### src/rtl/regfile.sv
// RV32I integer register file: two combinational read ports, one write port,
// a registered debug read port, and a post-reset engine that clears the storage.
module regfile #(
  parameter int NUM_REGS  = 32,
  parameter int ADDR_W    = 5,
  parameter int DATA_W    = 32,
  parameter int BYPASS_EN = 1
) (
  input  logic              clk,
  input  logic              rst,
  input  logic [ADDR_W-1:0] rs1_addr_in,
  input  logic [ADDR_W-1:0] rs2_addr_in,
  output logic [DATA_W-1:0] rs1_data_out,
  output logic [DATA_W-1:0] rs2_data_out,
  input  logic              reg_wr_en_in,
  input  logic [ADDR_W-1:0] reg_wr_addr_in,
  input  logic [DATA_W-1:0] reg_wr_data_in,
  input  logic [ADDR_W-1:0] dbg_addr_in,
  output logic [DATA_W-1:0] dbg_data_out,
  output logic              init_busy_out
);

  typedef enum logic {INIT, READY} state_t;

  localparam logic [ADDR_W-1:0] LAST_IDX = ADDR_W'(NUM_REGS - 1);

  state_t            state, state_nxt;
  logic [ADDR_W-1:0] init_idx, init_idx_nxt;
  logic [DATA_W-1:0] regs [NUM_REGS];

  logic              ready;
  logic [DATA_W-1:0] rs1_stored, rs2_stored, dbg_stored;

  // x0 and addresses past the implemented registers never hold data.
  function automatic logic in_range(input logic [ADDR_W-1:0] addr);
    return (addr != '0) && (int'(addr) < NUM_REGS);
  endfunction

  function automatic logic [DATA_W-1:0] resolve(
    input logic              rdy,
    input logic [ADDR_W-1:0] addr,
    input logic [DATA_W-1:0] stored,
    input logic              wr_en,
    input logic [ADDR_W-1:0] wr_addr,
    input logic [DATA_W-1:0] wr_data
  );
    if (!rdy || !in_range(addr))
      return '0;
    if ((BYPASS_EN != 0) && wr_en && (wr_addr == addr))
      return wr_data;
    return stored;
  endfunction

  assign ready = (state == READY);

  always_comb begin
    state_nxt    = state;
    init_idx_nxt = init_idx;
    case (state)
      INIT: begin
        if (init_idx == LAST_IDX)
          state_nxt = READY;
        else
          init_idx_nxt = init_idx + 1'b1;
      end
      READY: begin
        state_nxt = READY;
      end
      default: begin
        state_nxt = INIT;
      end
    endcase
  end

  always_ff @(posedge clk) begin
    if (rst) begin
      state         <= INIT;
      init_idx      <= ADDR_W'(1);
      init_busy_out <= 1'b1;
    end else begin
      state         <= state_nxt;
      init_idx      <= init_idx_nxt;
      init_busy_out <= (state_nxt == INIT);
    end
  end

  // Storage has no reset; the init engine clears it one entry per cycle.
  always_ff @(posedge clk) begin
    if (!rst) begin
      if (state == INIT)
        regs[init_idx] <= '0;
      else if (reg_wr_en_in && in_range(reg_wr_addr_in))
        regs[reg_wr_addr_in] <= reg_wr_data_in;
    end
  end

  always_comb begin
    rs1_stored = in_range(rs1_addr_in) ? regs[rs1_addr_in] : '0;
    rs2_stored = in_range(rs2_addr_in) ? regs[rs2_addr_in] : '0;
    dbg_stored = in_range(dbg_addr_in) ? regs[dbg_addr_in] : '0;
  end

  assign rs1_data_out = resolve(ready, rs1_addr_in, rs1_stored,
                                reg_wr_en_in, reg_wr_addr_in, reg_wr_data_in);
  assign rs2_data_out = resolve(ready, rs2_addr_in, rs2_stored,
                                reg_wr_en_in, reg_wr_addr_in, reg_wr_data_in);

  // Debug read stage: one-cycle registered view of the same read path.
  always_ff @(posedge clk) begin
    if (rst)
      dbg_data_out <= '0;
    else
      dbg_data_out <= resolve(ready, dbg_addr_in, dbg_stored,
                              reg_wr_en_in, reg_wr_addr_in, reg_wr_data_in);
  end

endmodule

### config.mk
export PLATFORM = sky130hd
export DESIGN_NAME = regfile
export DESIGN_NICKNAME = d
export VERILOG_FILES = /design/src/rtl/regfile.sv
export SDC_FILE = /design/constraint.sdc
export NUM_CORES = 2
export LEC_CHECK = 0
export BUFFER_PORTS_ARGS = -buffer_cell sky130_fd_sc_hd__buf_2
export CORE_MARGIN = 3
export CORE_UTILIZATION = 45
export DETAILED_ROUTE_END_ITERATION = 10
export MAX_ROUTING_LAYER = met4
export PLACE_DENSITY = 0.6
export SLEW_MARGIN = 20
export SYNTH_ARGS = -nofsm -noshare
export SYNTH_HDL_FRONTEND = slang
export SYNTH_SLANG_ARGS = --single-unit
### constraint.sdc
create_clock -name clk -period 3.85 [get_ports clk]
set_clock_uncertainty 0.2 [all_clocks]
set_input_delay 0.77 -clock clk [delete_from_list [all_inputs] [get_ports clk]]
set_output_delay 0.77 -clock clk [all_outputs]
set_load 0.02 [all_outputs]
==> results.ini <==
[worst_setup_path]
rr_startpoint=ready
critPathArrivalTime_ns=2.97
crit_path_frequent_cell=buf_12
r2r.worst_path.cells=5
cpLargestDelayFamily=buffers and inverters
cp_slowest_cell=or2_2
cp.depth=10
cp-end-kind=primary output
startpoint=rs2_addr_in[1]
cp_num_buf_inv=5
cp.required_ns=2.88
path_cells=buf_8 -> buf_12 -> or2_2 -> buf_12 -> buf_4 -> o22ai_1 -> nor3_1 -> a31oi_1 -> a21oi_1 -> buf_2
path_class=input port to primary output
cp_max_fo=29
cpPeakStageDelay_ns=0.37
cp-start-kind=input port

[synth]
ys_seq_area_share_pct=53.7
synth_async_sr_flop_share_pct=0
synth_top_family_by_area=multiplexers
synthesis.nets=3947
syn_area_um2=58700
synthFlopType=edfxtp_1
netlist_instances=3890
postSynthAreaPerCell_um2=15.1
muxShareOfSynthArea_pct=28.5
yosys.area_share.simple_pct=5.09
synth_compound_area_share_pct=9.37
synth.area.top_cells=edfxtp_1 (52%), mux4_2 (19%), mux2i_1 (5.6%)
synth-adder-area-share_pct=0.0426
ys_ff_latch=1063
synth_top_area_share_pct=52.4
synth_area_leader_cell=edfxtp_1
synth.distinct_cells=65
synth_xor_area_share_pct=0.268
yosys_warnings=0
synth_edf_count=1024

[global_route]
grt_pass1_wl_um=327000
grt_usage_pct=35.6
grt_max_degree=56
overflow=0
antenna_found_initial=11
grt_pass1_vias=41900

[timing]
grt_setup_unrepaired=yes
post-route-period-util_pct=102
setup_viol=5
slew_violations=0
worstMarginPinSlew_ns=1.09
hold_viol_final=0
max_freq_mhz=254
setup_ws_ns=-0.0924
min_period_ns=3.94
maxSlewHeadroom_pct=26.7
fin_setup_tns_ns=-0.142
whs_ns=0.0981

[placed_design]
place_congestion=0.950
dp_worst_setup_slack_ns=-0.145
dp_hpwl_um=155000
dp_cells=5845
port-buffer-count=151

[layout]
fin_cells=6091
nNetsFinal=4301
drive_gt1_share_pct=37.0
area_growth_syn_to_layout_pct=18.7
utilization_pct=54.3

[die]
die_h_um=367
die_area_um2=135000
num_rows=131
start_util_pct=45.7
die_w_um=367
coreArea_um2=129000
io_pins=152

[run]
cap_violations=0

[run_status]
status=finished with violations
violations=negative setup slack

[hold_path]
min_from=reg_wr_data_in[6]
hold_depth=2
worstHoldPathType=input port to flop

[drt]
drc=0
wl_per_cell_um=39.1
vias=44200
drt_pre_antenna_iters=8
ant_nets=0
vias_per_cell=7.25
wl_um=238000
drtIter0Drc=7515

[clock_network]
clk_path_buf_depth=3
clkTransAtPathRegs_ns=0.06
ctsHoldBuffers=0
cts-root-buf=clkbuf_16
clock_latency_ns=0.77
cts_inserted_buffers=115
htree_levels=3
clkSinkCount=1063
tritoncts=yes

[power_and_ir_drop]
p_leak_nw=22.0
irDropWorstVdd_mv=0.371
p_per_area_nw_per_um2=387

## synthesized netlist by cell type (6+ instances only)
cell type / number
buf_6: 16
o21ai_0: 60
xnor2_1: 12
buf_1: 33
xor2_1: 6
o22ai_1: 191
nand3b_1: 9
clkbuf_1: 173
nor3_1: 63
o31ai_1: 32
inv_1: 6
nand3_1: 38
a21o_1: 33
a21oi_1: 134
nor2b_1: 65
nand2_1: 120
a22o_1: 23
mux4_2: 490
nor3b_1: 6
buf_4: 37
nand2b_1: 16
dfxtp_1: 39
o221a_2: 31
a31oi_1: 40
and2_1: 66
mux2_2: 206
edfxtp_1: 1024
a211oi_1: 97
a221oi_1: 48
buf_2: 90
nor2_1: 222
o221ai_1: 63
a32o_1: 8
mux2i_1: 326
## path summary, 6_finish.rpt
path                 endpoint  slack [ns]
min reg2reg       init_idx[4]        0.36
max          rs2_data_out[29]       -0.09
min           dbg_data_out[6]         0.1
max reg2reg        regs[2][8]        0.38
## power by group
part,switching (mW),internal (mW)
Clock,4.81,6.57
Combinational,1.71,1.17
Sequential,0.0780,12.6
## state kept, by name, indices dropped and copies added, names as in the netlist
signal / count
ready: 1
dbg_data_out: 32
init_idx: 5
regs: 1024
init_busy_out: 1
## layout by cell type, fill, tap and decap left out, drive strengths merged, types with 51 or more instances in the layout
master  count
clkinv     51
nor2      222
edfxtp   1024
nor3       64
mux2i     326
mux2      206
o221ai     63
and2       66
a21oi     134
mux4      495
buf       583
a211oi     97
clkbuf    152
nand2     120
o22ai     191
o21ai      66
nor2b      65
## what timing repair did
action                                  4_1_cts  5_1_grt
cloned                                        1        2
endpoints found under the setup margin       63       32
pin swaps                                     1        3
buffers inserted                              3        4
gates resized for setup                      15       34
## layout make-up
cell class | count | area, µm²
Clock buffer | 147 | 3140
Tap cell | 1729 | 2160
Inverter | 8 | 30.0
Clock inverter | 72 | 732
Sequential cell | 1063 | 31500
Fill cell | 10400 | 58800
Multi-Input combinational cell | 2467 | 26000
Antenna cell | 16 | 40.0
Timing Repair Buffer | 589 | 6130
## cell families (layout without fill, tap and decap cells)
logic type	Yosys count	in the layout
AOI/OAI and AO/OA	791	791
adders and majority gates	2	2
buffers and inverters	360	816
DFF	1063	1063
xor gates and xnor gates	18	18
other	0	16
muxes	1027	1027
and+or+nand+nor	629	629
## metal layers
layer  share of wire (%)  GRT usage [%]
met5                   0              -
met4                 6.5           19.5
met3                  14           9.23
met2                  44           51.5
met1                  36           46.1
## metrics by stage
stage | power, mW | area, µm²
final | 27.0 | 69700
after global routing | 27.6 | 69700
after CTS | 26.9 | 69400
after detailed placement | 15.7 | 65400
after global placement | 15.7 | 65400
after floorplan | 14.5 | 58700
(Power assumes the default switching activity.)
